[config.mk]
export PLATFORM = sky130hd
export DESIGN_NAME = pipe_stage_reg
export DESIGN_NICKNAME = d
export VERILOG_FILES = /design/src/rtl/pipe_stage_reg.sv
export SDC_FILE = /design/constraint.sdc
export NUM_CORES = 1
export LEC_CHECK = 0
export BUFFER_PORTS_ARGS = -buffer_cell sky130_fd_sc_hd__buf_2
export CORE_MARGIN = 5
export CORE_UTILIZATION = 53
export CTS_CLUSTER_DIAMETER = 120
export CTS_CLUSTER_SIZE = 12
export DETAILED_ROUTE_END_ITERATION = 7
export PLACE_DENSITY = 0.8
export SLEW_MARGIN = 20
export SYNTH_ARGS = -nofsm -noshare
export SYNTH_HDL_FRONTEND = slang
export SYNTH_SLANG_ARGS = --single-unit
[constraint.sdc]
create_clock -name clk -period 2.5 [get_ports clk]
set_input_delay 0.25 -clock clk [delete_from_list [all_inputs] [get_ports clk]]
set_output_delay 0.25 -clock clk [all_outputs]
set_load 0.005 [all_outputs]
[src/rtl/pipe_stage_reg.sv]
// Valid/ready pipeline stage: a 2-entry skid buffer with registered up_ready_o
// (SKID=1) or a single register with pass-through ready (SKID=0), plus stall/bubble counters.
module pipe_stage_reg #(
    parameter int DATA_W = 64,
    parameter int SKID   = 1,
    parameter int CNT_W  = 16
) (
    input  logic              clk,
    input  logic              rst,
    input  logic              flush_i,
    input  logic              up_valid_i,
    input  logic [DATA_W-1:0] up_data_i,
    output logic              up_ready_o,
    output logic              dn_valid_o,
    output logic [DATA_W-1:0] dn_data_o,
    input  logic              dn_ready_i,
    output logic [1:0]        occ_o,
    input  logic              stat_clr_i,
    output logic [CNT_W-1:0]  bubble_cnt_o,
    output logic [CNT_W-1:0]  stall_cnt_o
);

    typedef enum logic [1:0] {
        ST_EMPTY = 2'd0,
        ST_ONE   = 2'd1,
        ST_FULL  = 2'd2
    } state_t;

    state_t            state_r;
    state_t            state_s;
    logic [DATA_W-1:0] head_r;
    logic [DATA_W-1:0] head_s;
    logic [DATA_W-1:0] skid_r;
    logic [DATA_W-1:0] skid_s;
    logic              up_ready_r;
    logic              up_ready_s;
    logic              accept_s;
    logic              release_s;
    logic [CNT_W-1:0]  bubble_r;
    logic [CNT_W-1:0]  bubble_s;
    logic [CNT_W-1:0]  stall_r;
    logic [CNT_W-1:0]  stall_s;

    function automatic logic [CNT_W-1:0] sat_inc(input logic [CNT_W-1:0] v);
        if (v == {CNT_W{1'b1}}) begin
            return v;
        end else begin
            return v + CNT_W'(1'b1);
        end
    endfunction

    // The state encoding equals the occupancy, so outputs come straight from registers.
    assign occ_o        = state_r;
    assign dn_valid_o   = (state_r != ST_EMPTY);
    assign dn_data_o    = head_r;
    assign bubble_cnt_o = bubble_r;
    assign stall_cnt_o  = stall_r;

    generate
        if (SKID != 0) begin : g_skid
            assign up_ready_o = up_ready_r;
        end else begin : g_reg
            assign up_ready_o = ~rst & (~dn_valid_o | dn_ready_i);
        end
    endgenerate

    // Next-state and payload steering; flush outranks accept and release.
    always_comb begin
        state_s   = state_r;
        head_s    = head_r;
        skid_s    = skid_r;
        accept_s  = up_valid_i & up_ready_o;
        release_s = dn_valid_o & dn_ready_i;
        if (flush_i) begin
            state_s = ST_EMPTY;
            head_s  = {DATA_W{1'b0}};
            skid_s  = {DATA_W{1'b0}};
        end else begin
            case (state_r)
                ST_EMPTY: begin
                    if (accept_s) begin
                        state_s = ST_ONE;
                        head_s  = up_data_i;
                    end else begin
                        state_s = ST_EMPTY;
                    end
                end
                ST_ONE: begin
                    if (accept_s && release_s) begin
                        head_s = up_data_i;
                    end else if (accept_s && (SKID != 0)) begin
                        state_s = ST_FULL;
                        skid_s  = up_data_i;
                    end else if (release_s) begin
                        // head_r keeps its last value while empty
                        state_s = ST_EMPTY;
                    end else begin
                        state_s = ST_ONE;
                    end
                end
                ST_FULL: begin
                    if (release_s) begin
                        state_s = ST_ONE;
                        head_s  = skid_r;
                    end else begin
                        state_s = ST_FULL;
                    end
                end
                default: begin
                    state_s = ST_EMPTY;
                end
            endcase
        end
        up_ready_s = (state_s != ST_FULL);
    end

    // Statistics counters: clear wins over a saturating increment.
    always_comb begin
        bubble_s = bubble_r;
        stall_s  = stall_r;
        if (stat_clr_i) begin
            bubble_s = {CNT_W{1'b0}};
            stall_s  = {CNT_W{1'b0}};
        end else begin
            if (!dn_valid_o) begin
                bubble_s = sat_inc(bubble_r);
            end else begin
                bubble_s = bubble_r;
            end
            if (up_valid_i && !up_ready_o) begin
                stall_s = sat_inc(stall_r);
            end else begin
                stall_s = stall_r;
            end
        end
    end

    // State, payload and counter registers; rst overrides everything.
    always_ff @(posedge clk) begin
        if (rst) begin
            state_r    <= ST_EMPTY;
            head_r     <= {DATA_W{1'b0}};
            skid_r     <= {DATA_W{1'b0}};
            up_ready_r <= 1'b0;
            bubble_r   <= {CNT_W{1'b0}};
            stall_r    <= {CNT_W{1'b0}};
        end else begin
            state_r    <= state_s;
            head_r     <= head_s;
            skid_r     <= skid_s;
            up_ready_r <= up_ready_s;
            bubble_r   <= bubble_s;
            stall_r    <= stall_s;
        end
    end

endmodule

==> results of run 1 <==
-- metal layers --
metal,part of all wire,vias up,wire length [µm]
met5,0.00076,-,13
met2,0.47,177,8150
met1,0.43,2933,7440
met3,0.080,19,1380
met4,0.012,2,200
li1,-,3111,-
-- layout by cell type (no fill, tap or decap), types with 3 or more instances in the layout --
cell,count
buf_2,169
dfxtp_1,163
nand2_1,144
a21oi_1,87
nor3_1,69
mux2i_1,65
a211oi_1,65
clkbuf_16,17
or3_1,13
or4_1,12
nand4_1,11
o31ai_1,11
o21ai_0,11
nand3_1,10
nor2_1,9
buf_4,7
buf_12,6
and4_1,4
nor4_1,4
o211ai_1,4
nand3b_1,3
inv_1,3
clkbuf_8,3
clkbuf_1,3
-- power by group --
part / leakage (nW) / switching, mW / total [mW] / internal [mW]
logic: 2.03 / 0.245 / 0.425 / 0.180
clock network: 0.275 / 0.953 / 2.48 / 1.53
registers: 1.32 / 0.0334 / 2.69 / 2.65
-- critical path, delay by kind of cell (launching register included) --
kind	cells	cell delay, ps
adders and majority gates	1	210
AOI/OAI and AO/OA	2	220
and+or+nand+nor	2	790
DFF	1	390
buffers and inverters	1	260
-- final timing paths --
path / from / endpoint / slack, ps
worst max-delay path: bubble_cnt_o[0]$_SDFFE_PP0P_ / bubble_cnt_o[7]$_SDFFE_PP0P_ / 530
worst min-delay path: rst / occ_o[1]$_SDFF_PP0_ / 80
worst max register to register: bubble_cnt_o[0]$_SDFFE_PP0P_ / bubble_cnt_o[7]$_SDFFE_PP0P_ / 530
worst min register to register: skid_r[60]$_SDFFE_PP0P_ / skid_r[60]$_SDFFE_PP0P_ / 450
-- stage by stage --
stage	cell area (µm²)	power (mW)	util	hold WS (ps)	setup slack, ps
CTS	8370	5.64	0.663	64.7	538
global route	8370	5.79	0.663	73.9	299
floorplan	6800	2.97	-	322	610
detailed placement	7820	3.17	0.619	446	545
finish	8370	5.59	0.663	82.2	526
global placement	7820	3.16	0.619	440	594
-- layout make-up --
type,count,area (µm²),share of cell area
multi-input cells,552,3300,0.395
clock inverters,5,78.8,0.00941
flip-flops and latches,163,3260,0.390
inverters,4,15.0,0.00179
well taps,172,215,0.0257
repair buffers,182,1020,0.122
clock buffers,23,478,0.0571
-- registers in the layout (all words and copies together), names as in the netlist --
name,count
dn_data_o,64
skid_r,64
bubble_cnt_o,16
stall_cnt_o,16
occ_o,2
up_ready_o,1
-- cell families after synthesis --
kind of cell             count (synthesis)  synth area share
adder cells (fa/ha/maj)                  2           0.00368
AO/OA/AOI/OAI                          189             0.174
AND/OR/NAND/NOR                        295             0.207
flip-flops                             163             0.480
XOR/XNOR                                 1           0.00129
buffers and inverters                   67            0.0384
multiplexers                            65            0.0957
==> results.md, run 1 <==
| Group | Parameter | Value |
|:---|:---|:---|
| sta | Transition time at the pin with the least slew margin | 759 ps |
| route | Count of routing violations after the opening detailed-route iteration | 487 |
| pwr | Power density cells | 668 nW/µm² |
| sta | Final Hold Viols | 0 |
| cells and area | Syn-to-layout area delta | 23.1% |
| sta | Setup violation total in the final timing report | 0 |
| route | DRC | 0 |
| clock network | Post-cts hold buffer count | 0 |
| place | Total of buffers placed on input and output ports | 169 |
| floorplan | Core outline area | 12600 µm² |
| sta | Max Clock Freq | 507 MHz |
| outcome | Result of the run | finished, final reports clean |
| cells and area | Diode insertion count for antenna repair | 0 |
| clock network | Post-cts sizing count | 0 |
| floorplan | Initial Util | 0.539 |
| grt | Antenna violations before repair | 1 |
| synthesis | Ranking of synthesized cells by area | dfxtp_1, mux2i_1, nand2_1 |
| grt | Top Usage Layer GRT | met2 |
| flow run | Number of maximum-capacitance violations | 0 |
| clock network | Worst-path clk slew | 60 ps |
| synthesis | Post-synthesis register bit count | 163 |
| worst setup path | Largest stage delay on the critical path | 650 ps |
| synthesis | Cells after synthesis | 782 |
| worst setup path | Critical-path maximum fanout | 7 |
| grt | Via count of the first global-routing pass | 5746 |
| worst setup path | Worst setup path class | reg -> reg |
| min path | Cell depth of the worst hold path | 2 |
| sta | Remaining max-slew budget at the tightest pin | 0.494 |
| cells and area | Net count, final | 992 |
| min path | Hold WC Path Type | in -> reg |
| worst setup path | Sequence of cells on the critical path | ha_1 > nand3_1 > nor4_1 > buf_4 > o311ai_0 > o41ai_1 |
| grt | Met2 GRT Util | 0.369 |
| synthesis | Top cell type by total area after synthesis | dfxtp_1 |
| synthesis | Synth warnings | 0 |
| synthesis | Top cells by instance count after synthesis | dfxtp_1, nand2_1, a21oi_1 |
| clock network | Post CTS Setup Buffer Count | 0 |
| synthesis | Sequential element share of the synthesized area | 0.480 |
| grt | Global routing usage summed across all routing layers | 0.223 |
| synthesis | Net Count, Synth | 854 |
| worst setup path | Slowest cell on the critical path | nor4_1 |
| route | Total number of vias | 6242 |
| sta | Crit share post-route | 0.789 |
| synthesis | Distinct cells, synth | 44 |
| route | Routed WL per cell | 15.6 µm |
| floorplan | Total Die Area | 15200 µm² |
| pwr | LEAKAGE | 3.63 nW |
| route | Via-to-Cell Ratio | 5.67 |
| cells and area | Filler instances | 1034 |
| clock network | CTS H-tree depth | 4 |
| grt | Global routing usage on met3 | 0.0769 |
| clock network | CTS Sinks | 163 |
| synthesis | Cell with the most instances after synthesis | dfxtp_1 |
| synthesis | Area share of the largest cell type after synthesis | 0.480 |
| route | Total detailed-routing wirelength | 17200 µm |
| place | Placer's final routability congestion estimate | 0.844 |
| worst setup path | Kind of launch point of the worst setup path | flop |
| worst setup path | Critical path capture point type | flop |
| clock network | Clock tree buffer depth | 2 |
| sta | Clock tree skew after final layout | 7.26 ps |
| sta | Post-route setup TNS | 0 ps |
| grt | Met1 track demand over resource | 0.276 |
| pwr | Worst supply voltage drop on vdd | 0.507 mV |
| sta | Unrepaired setup endpoints after global routing | false |
| clock network | CTS tree | yes |
| synthesis | Share of flip-flops with an asynchronous set or reset | 0 |
| synthesis | Number of enable flip-flop cells after synthesis | 0 |
| worst setup path | Logic depth of the worst register-to-register path | 6 |
| cells and area | Fraction of layout instances using a drive strength above 1 | 0.235 |
| worst setup path | WP data arrival | 2290 ps |
| worst setup path | Endpoint required time on the critical path | 2810 ps |
| floorplan | Total number of placement rows | 41 |
| grt | Maximum number of pins on one net before global-route repair | 74 |
| grt | Leftover overflow at the end of global routing | 0 |
| route | Remaining number of nets flagged by the antenna check after routing | 0 |
| floorplan | Die Y | 123 µm |
| floorplan | I/O pin count | 170 |
| cells and area | Non-filler cells in the finished layout | 1101 |
| route | Count of TritonRoute iterations in the first routing pass | 5 |
| sta | Slew Limit Fails | 0 |
| sta | Final critical-path required period | 1970 ps |
| grt | First-pass GRT wire length | 27100 µm |
| clock network | Insertion delay of the later-clocked pin in the worst-skew pair | 410 ps |
| place | Total instance count after detailed placement | 1073 |
| place | DP HPWL | 11100 µm |
| synthesis | Prevailing post-synth register cell | dfxtp_1 |
| synthesis | Avg Inst Size Synth | 8.70 µm² |
| clock network | Cell at the root of the clock tree | clkbuf_16 |
| synthesis | Area of the mapped netlist | 6800 µm² |
| floorplan | Die W | 123 µm |
| clock network | Number of buffers inserted during clock tree synthesis | 17 |
Power figures use the tool's default switching activity.
==> run 2: changes to the inputs <==
CORE_UTILIZATION = 48   (was 53)
PLACE_DENSITY = 0.76   (was 0.8)
clock period = 1.6 ns   (was 2.5 ns; I/O delays follow)
==> run 2 against run 1 <==
The run now ends with setup timing left. Sequential power grew 56%. Clock power is 74% higher. Utilization increased by 12 points. Non-clock buffer count up 151. Flip-flop and latch count unchanged. Clock skew is 0.68 ps higher. First-iteration DRC count grew 23%. Critical path type unchanged. Critical endpoint is now dn_data_o[27]$_SDFFE_PP0P_. Largest cell class unchanged.
==> results.md, run 2 (synthesis gave the netlist of run 1 again) <==
| Group | Parameter | Value | Delta |
|:---|:---|:---|:---|
| grt | Leftover overflow at the end of global routing | 0 | unchanged |
| route | Remaining number of nets flagged by the antenna check after routing | 0 | unchanged |
| place | DP HPWL | 12100 µm | was 11100 µm |
| clock network | CTS Sinks | 163 | unchanged |
| clock network | CTS H-tree depth | 4 | unchanged |
| sta | Unrepaired setup endpoints after global routing | true | was false |
| worst setup path | Worst path most repeated cell | buf_4 |  |
| cells and area | Fraction of layout instances using a drive strength above 1 | 0.408 | was 0.235 |
| route | Routed WL per cell | 19.0 µm | was 15.6 µm |
| clock network | Worst-path clk slew | 60 ps | about the same |
| worst setup path | WP data arrival | 2100 ps | was 2290 ps |
| grt | Antenna violations before repair | 2 | was 1 |
| cells and area | Final core area utilization | 0.779 | was 0.663 |
| sta | Setup violation total in the final timing report | 123 | was 0 |
| floorplan | Core outline area | 13900 µm² | was 12600 µm² |
| worst setup path | Largest stage delay on the critical path | 350 ps | was 650 ps |
| sta | Slew Limit Fails | 0 | unchanged |
| sta | Transition time at the pin with the least slew margin | 602 ps | was 759 ps |
| sta | Final Hold Viols | 0 | unchanged |
| pwr | Sw Share | 0.241 | was 0.220 |
| worst setup path | Critical-path maximum fanout | 22 | was 7 |
| route | Count of TritonRoute iterations in the first routing pass | 5 | unchanged |
| clock network | CTS tree | yes | unchanged |
| place | Total of buffers placed on input and output ports | 169 | unchanged |
| worst setup path | Endpoint required time on the critical path | 1920 ps | was 2810 ps |
| route | Via-to-Cell Ratio | 5.82 | was 5.67 |
| floorplan | Die Y | 129 µm | was 123 µm |
| pwr | Clock share of power | 0.444 | was 0.443 |
| floorplan | I/O pin count | 170 | unchanged |
| floorplan | Die W | 129 µm | was 123 µm |
| floorplan | Total Die Area | 16700 µm² | was 15200 µm² |
| cells and area | Total area of sequential cells | 3310 µm² | was 3260 µm² |
| clock network | Clock tree buffer depth | 2 | unchanged |
| sta | Setup ws final | -181 ps | was 526 ps |
| min path | Hold WC Path Type | in -> reg | unchanged |
| pwr | Sw power | 2.33 mW | was 1.23 mW |
| sta | Max Clock Freq | 561 MHz | was 507 MHz |
| grt | Via count of the first global-routing pass | 6556 | was 5746 |
| worst setup path | Slowest cell on the critical path | dfxtp_4 | was nor4_1 |
| pwr | Power density cells | 897 nW/µm² | was 668 nW/µm² |
| grt | Maximum number of pins on one net before global-route repair | 46 | was 74 |
| cells and area | Area of the multi-input gates | 3840 µm² | was 3300 µm² |
| worst setup path | Critical path capture point type | flop | unchanged |
| route | Count of routing violations after the opening detailed-route iteration | 597 | was 487 |
| sta | Remaining max-slew budget at the tightest pin | 0.599 | was 0.494 |
| pwr | Fraction of power consumed by sequential logic | 0.432 | was 0.480 |
| pwr | Worst supply voltage drop on vdd | 0.894 mV | was 0.507 mV |
| place | Placer's final routability congestion estimate | 0.815 | was 0.844 |
| clock network | Insertion delay of the later-clocked pin in the worst-skew pair | 430 ps | was 410 ps |
| worst setup path | Kind of launch point of the worst setup path | flop | unchanged |
| worst setup path | Sequence of cells on the critical path | buf_4 > nand3b_1 > buf_4 > a21oi_4 > buf_4 > clkbuf_16 > nor3_1 > a211oi_1 | was ha_1 > nand3_1 > nor4_1 > buf_4 > o311ai_0 > o41ai_1 |
| grt | First-pass GRT wire length | 32000 µm | was 27100 µm |
| outcome | Result of the run | finished, violations left | was finished, final reports clean |
| floorplan | Total number of placement rows | 43 | was 41 |
| cells and area | Most common cell after layout, fill and taps aside | buf_2 | unchanged |
| pwr | Internal power | 7.36 mW | was 4.36 mW |
| clock network | Number of buffers inserted during clock tree synthesis | 17 | unchanged |
| cells and area | Leading cell types in the layout, fill and taps excluded | buf_2, dfxtp_1, nand2_1 | unchanged |
| route | Total number of vias | 7372 | was 6242 |
| floorplan | Initial Util | 0.490 | was 0.539 |
| sta | Final critical-path required period | 1780 ps | was 1970 ps |
| flow run | Number of maximum-capacitance violations | 0 | unchanged |
| cells and area | Filler instances | 865 | was 1034 |
| outcome | Failing checks | setup timing |  |
| clock network | Cell at the root of the clock tree | clkbuf_16 | unchanged |
| grt | Global routing usage summed across all routing layers | 0.238 | was 0.223 |
| place | Worst slack after detailed placement | -135 ps | was 545 ps |
| sta | Clock tree skew after final layout | 7.93 ps | was 7.26 ps |
| cells and area | Syn-to-layout area delta | 58.9% | was 23.1% |
| sta | Worst slack on hold paths | 14.6 ps | was 82.2 ps |
| route | Total detailed-routing wirelength | 24100 µm | was 17200 µm |
| cells and area | Net count, final | 1143 | was 992 |
| pwr | Tot Pwr | 9.69 mW | was 5.59 mW |
| sta | Crit share post-route | 1.11 | was 0.789 |
| worst setup path | Worst setup path class | reg -> reg | unchanged |
| pwr | LEAKAGE | 4.60 nW | was 3.63 nW |
| pwr | Part of the total power dissipated in combinational logic | 0.123 | was 0.076 |
| route | DRC | 0 | unchanged |
run 2: changes by cell type in the layout (fill, tap and decap cells not counted), sizes merged:
cell,before,now
bufinv,2,3
diode,0,3
clkinvlp,0,2
buf,182,255
clkbuf,23,35
dlygate4sd3,0,64
inv,4,7
run 2: cell type report:
| class | instances | share of cell area |
|---|---|---|
| diodes | 3 | 0.000695 |
| clock buffers | 21 | 0.0445 |
| clock inverters | 11 | 0.0137 |
| inverters | 4 | 0.00139 |
| multi-input cells | 552 | 0.355 |
| flip-flops and latches | 163 | 0.306 |
| well taps | 180 | 0.0208 |
| repair buffers | 333 | 0.257 |
run 2: power groups by stage:
stage          logic [mW]  clock network (mW)  registers, mW
3_3_place_gp        0.713                   0           4.28
2_1_floorplan       0.361                   0           4.28
4_1_cts             0.875                4.33           4.19
5_1_grt              1.26                4.52           4.19
6_report             1.20                4.31           4.19
3_5_place_dp        0.720                   0           4.28
run 2: worst max-delay path, delay by kind of cell (launching register included):
kind	cells	cell delay [ps]
DFF	1	350
buffers and inverters	4	640
and+or+nand+nor	2	200
AOI/OAI and AO/OA	2	490
run 2: repair_timing:
item / in CTS / in global routing
hold endpoints to repair: 64 / 0
gates cloned: 1 / 19
gates resized for setup: 11 / 135
setup endpoints to repair: 73 / 133
pin swaps: 3 / 35
buffers inserted: 1 / 14
hold buffers: 64 / 0
run 2: metal layers:
metal | GRT usage | share of wire | vias up
li1 | - | - | 3424
met1 | 0.297 | 0.40 | 3520
met2 | 0.398 | 0.49 | 359
met3 | 0.0552 | 0.081 | 69
met4 | 0.0988 | 0.026 | 0
met5 | 0 | 0 | -
run 2: worst paths after layout:
path                                         startpoint                          to  slack, ps  cells after the start
worst max-delay path              up_ready_o$_SDFF_PP0_  dn_data_o[27]$_SDFFE_PP0P_       -180                      8
worst max register to register    up_ready_o$_SDFF_PP0_  dn_data_o[27]$_SDFFE_PP0P_       -180                      8
worst min register to register  skid_r[56]$_SDFFE_PP0P_     skid_r[56]$_SDFFE_PP0P_        450                      2
worst min-delay path                      up_data_i[38]     skid_r[38]$_SDFFE_PP0P_         10                      3
run 2: stage by stage:
stage / instance area [µm²] / std cells / setup TNS (ps)
after floorplan: 6900 / 782 / -1210
after global placement: 8390 / 1133 / -267
after detailed placement: 8390 / 1133 / -1270
after CTS: 9730 / 1231 / -351
after global routing: 10800 / 1266 / -19010
final: 10800 / 1267 / -8290
==> run 3: changes to the inputs <==
ABC_AREA = 1   (was unset)
CELL_PAD_IN_SITES_DETAIL_PLACEMENT = 2   (was unset)
CELL_PAD_IN_SITES_GLOBAL_PLACEMENT = 2   (was unset)
CORE_UTILIZATION = 28   (was 48)
PLACE_DENSITY = unset   (was 0.76)
PLACE_DENSITY_LB_ADDON = 0.1   (was unset)
==> run 3 against run 2 <==
The flow now finishes without violations. Global-route usage shrank 8.3 points. First-iteration DRC count shrank 67%. Hold slack gained 0.72 ps. Synthesized cell count grew 32%. Non-clock buffer count shrank 94. Via count shrank 0.41%. Utilization shrank 41 points. Cell area shrank 7.0%.
==> results.md, run 3 <==
| Group | Parameter | Value | Delta |
|:---|:---|:---|:---|
| worst setup path | Critical path capture point type | flop | unchanged |
| synthesis | Top cell type by total area after synthesis | dfxtp_1 | unchanged |
| route | Via-to-Cell Ratio | 4.64 | was 5.82 |
| route | Total detailed-routing wirelength | 23900 µm | was 24100 µm |
| route | Remaining number of nets flagged by the antenna check after routing | 0 | unchanged |
| route | Routed WL per cell | 15.1 µm | was 19.0 µm |
| place | Placer's final routability congestion estimate | 0.733 | was 0.815 |
| synthesis | Top cells by instance count after synthesis | nand2_1, dfxtp_1, inv_1 | was dfxtp_1, nand2_1, a21oi_1 |
| floorplan | Core outline area | 27000 µm² | was 13900 µm² |
| grt | First-pass GRT wire length | 39400 µm | was 32000 µm |
| clock network | CTS H-tree depth | 4 | unchanged |
| clock network | Cell at the root of the clock tree | clkbuf_16 | unchanged |
| pwr | Worst supply voltage drop on vdd | 0.544 mV | was 0.894 mV |
| cells and area | Most common cell after layout, fill and taps aside | nand2_1 | was buf_2 |
| worst setup path | WP data arrival | 1760 ps | was 2100 ps |
| worst setup path | Kind of launch point of the worst setup path | flop | unchanged |
| worst setup path | Critical-path maximum fanout | 6 | was 22 |
| synthesis | Post-synthesis register bit count | 163 | unchanged |
| grt | Antenna violations before repair | 3 | was 2 |
| worst setup path | Worst setup path class | reg -> reg | unchanged |
| synthesis | Cells after synthesis | 1031 | was 782 |
| synthesis | Net Count, Synth | 1103 | was 854 |
| min path | Cell depth of the worst hold path | 3 | unchanged |
| grt | Via count of the first global-routing pass | 7708 | was 6556 |
| floorplan | I/O pin count | 170 | unchanged |
| clock network | Number of buffers inserted during clock tree synthesis | 17 | unchanged |
| synthesis | Prevailing post-synth register cell | dfxtp_1 | unchanged |
| cells and area | Syn-to-layout area delta | 30.1% | was 58.9% |
| outcome | Result of the run | finished, final reports clean | was finished, violations left |
| clock network | Insertion delay of the later-clocked pin in the worst-skew pair | 430 ps | about the same |
| cells and area | Fraction of layout instances using a drive strength above 1 | 0.278 | was 0.408 |
| grt | Leftover overflow at the end of global routing | 0 | unchanged |
| cells and area | Filler instances | 3223 | was 865 |
| synthesis | Synth warnings | 0 | unchanged |
| sta | Final Hold Viols | 0 | unchanged |
| sta | Setup violation total in the final timing report | 0 | was 123 |
| pwr | LEAKAGE | 4.16 nW | was 4.60 nW |
| cells and area | Diode insertion count for antenna repair | 0 | was 3 |
| worst setup path | Largest stage delay on the critical path | 360 ps | was 350 ps |
| synthesis | Area of the mapped netlist | 7720 µm² | was 6800 µm² |
| worst setup path | Worst path most repeated cell | nand2_1 | was buf_4 |
| floorplan | Initial Util | 0.286 | was 0.490 |
| clock network | Clock tree buffer depth | 2 | unchanged |
| min path | Hold WC Path Type | in -> reg | unchanged |
| floorplan | Total number of placement rows | 60 | was 43 |
| cells and area | Net count, final | 1301 | was 1143 |
| cells and area | Leading cell types in the layout, fill and taps excluded | nand2_1, buf_2, dfxtp_1 | was buf_2, dfxtp_1, nand2_1 |
| sta | Final critical-path required period | 1480 ps | was 1780 ps |
| sta | Clock tree skew after final layout | 14.5 ps | was 7.93 ps |
| pwr | Tot Pwr | 9.17 mW | was 9.69 mW |
| route | DRC | 0 | unchanged |
| synthesis | Distinct cells, synth | 30 | was 44 |
| sta | Remaining max-slew budget at the tightest pin | 0.407 | was 0.599 |
| route | Count of TritonRoute iterations in the first routing pass | 4 | was 5 |
| worst setup path | Slowest cell on the critical path | dfxtp_2 | was dfxtp_4 |
| worst setup path | Sequence of cells on the critical path | ha_4 > nand2_1 > nor2_1 > nand2_1 > buf_4 > nor2_2 > nor2_2 > buf_4 > nand2_1 > a21oi_1 | was buf_4 > nand3b_1 > buf_4 > a21oi_4 > buf_4 > clkbuf_16 > nor3_1 > a211oi_1 |
| grt | Global routing usage summed across all routing layers | 0.155 | was 0.238 |
| grt | Maximum number of pins on one net before global-route repair | 68 | was 46 |
| place | DP HPWL | 17200 µm | was 12100 µm |
| synthesis | Number of enable flip-flop cells after synthesis | 0 | unchanged |
| clock network | CTS tree | yes | unchanged |
| synthesis | Cell with the most instances after synthesis | nand2_1 | was dfxtp_1 |
| clock network | Worst-path clk slew | 70 ps | was 60 ps |
| worst setup path | Endpoint required time on the critical path | 1880 ps | was 1920 ps |
| sta | Max Clock Freq | 676 MHz | was 561 MHz |
| place | Total of buffers placed on input and output ports | 169 | unchanged |
| clock network | CTS Sinks | 163 | unchanged |
| sta | Crit share post-route | 0.924 | was 1.11 |
| cells and area | Post-route cell area | 10000 µm² | was 10800 µm² |
| worst setup path | Logic depth of the worst register-to-register path | 10 | was 8 |
| sta | Slew Limit Fails | 0 | unchanged |
| floorplan | Total Die Area | 31000 µm² | was 16700 µm² |
| floorplan | Die W | 176 µm | was 129 µm |
| synthesis | Area share of the largest cell type after synthesis | 0.423 | was 0.480 |
| synthesis | Avg Inst Size Synth | 7.49 µm² | was 8.70 µm² |
| route | Total number of vias | 7342 | was 7372 |
| synthesis | Ranking of synthesized cells by area | dfxtp_1, nand2_1, a211oi_2 | was dfxtp_1, mux2i_1, nand2_1 |
| flow run | Number of maximum-capacitance violations | 0 | unchanged |
| floorplan | Die Y | 176 µm | was 129 µm |
| pwr | Power density cells | 913 nW/µm² | was 897 nW/µm² |
| sta | Transition time at the pin with the least slew margin | 889 ps | was 602 ps |
| synthesis | Share of flip-flops with an asynchronous set or reset | 0 | unchanged |
| route | Count of routing violations after the opening detailed-route iteration | 199 | was 597 |
| synthesis | Sequential element share of the synthesized area | 0.423 | was 0.480 |
| place | Cell Area, Placed | 9230 µm² | was 8390 µm² |
run 3: changes by cell type after synthesis, sizes merged, moves of 28 or more:
cell    before  now
clkbuf      45   17
inv          4  142
mux2i       65    0
nand2      144  240
nor2        10  108
nor3        69    3
o21ai       11   52
o21bai       0   64
run 3: final timing paths:
check                                                 start  slack [ps]                           to
worst min register to register   dn_data_o[38]$_SDFFE_PP0P_         440   dn_data_o[38]$_SDFFE_PP0P_
worst min-delay path                           up_data_i[3]          20       skid_r[3]$_SDFFE_PP0P_
worst max-delay path            stall_cnt_o[0]$_SDFFE_PP0P_         120  stall_cnt_o[4]$_SDFFE_PP0P_
worst max register to register  stall_cnt_o[0]$_SDFFE_PP0P_         120  stall_cnt_o[4]$_SDFFE_PP0P_
run 3: power breakdown:
part | internal (mW) | switching (mW)
clock network | 2.41 | 1.85
registers | 4.13 | 0.0394
logic | 0.317 | 0.423
total | 6.86 | 2.31
run 3: final cells by class:
class                      count  area (µm²)  share of cell area
multi-input combinational    666        3620               0.361
timing repair buffer         239        1590               0.158
clock inverter                12         145              0.0144
tap                          341         427              0.0425
inverter                     142         538              0.0535
sequential                   163        3270               0.326
clock buffer                  19         453              0.0451
run 3: per-stage QoR:
step                TNS (ps)  worst slack, ps  hold slack [ps]  cells  utilization
floorplan                  0             96.0              232   1031            -
global placement           0             94.6              365   1535        0.341
detailed placement     -17.5            -17.5              372   1535        0.341
CTS                        0             37.4             3.36   1579        0.369
global route           -3.85            -3.85             10.3   1582        0.372
finish                     0              121             15.3   1582        0.372
run 3: cells by family after synthesis:
family | Yosys count | share of synthesized area
AO/OA/AOI/OAI | 268 | 0.243
XOR/XNOR | 12 | 0.0136
adder cells (fa/ha/maj) | 2 | 0.00324
buffers and inverters | 202 | 0.116
flip-flops | 163 | 0.423
AND/OR/NAND/NOR | 384 | 0.202
run 3: critical path, delay by kind of cell, from the launching register on:
family                     cells  cell delay (ps)
and+or+nand+nor                6              470
DFF                            1              360
buffers and inverters          2              300
adders and majority gates      1              130
AOI/OAI and AO/OA              1               60
run 3: per-layer routing:
| layer | up-vias | part of all wire | track usage |
|---|---|---|---|
| met2 | 103 | 0.51 | 0.282 |
| met1 | 3530 | 0.43 | 0.183 |
| met4 | 6 | 0.0082 | 0.0322 |
| met3 | 20 | 0.045 | 0.0418 |
| met5 | - | 0.0017 | 0 |
| li1 | 3683 | - | - |
run 3: what timing repair did:
action	4_1_cts	5_1_grt
gates resized for setup	1	20
hold endpoints to repair	10	0
pin swaps	1	4
endpoints found under the setup margin	3	62
hold buffers	11	0
setup buffers	2	3
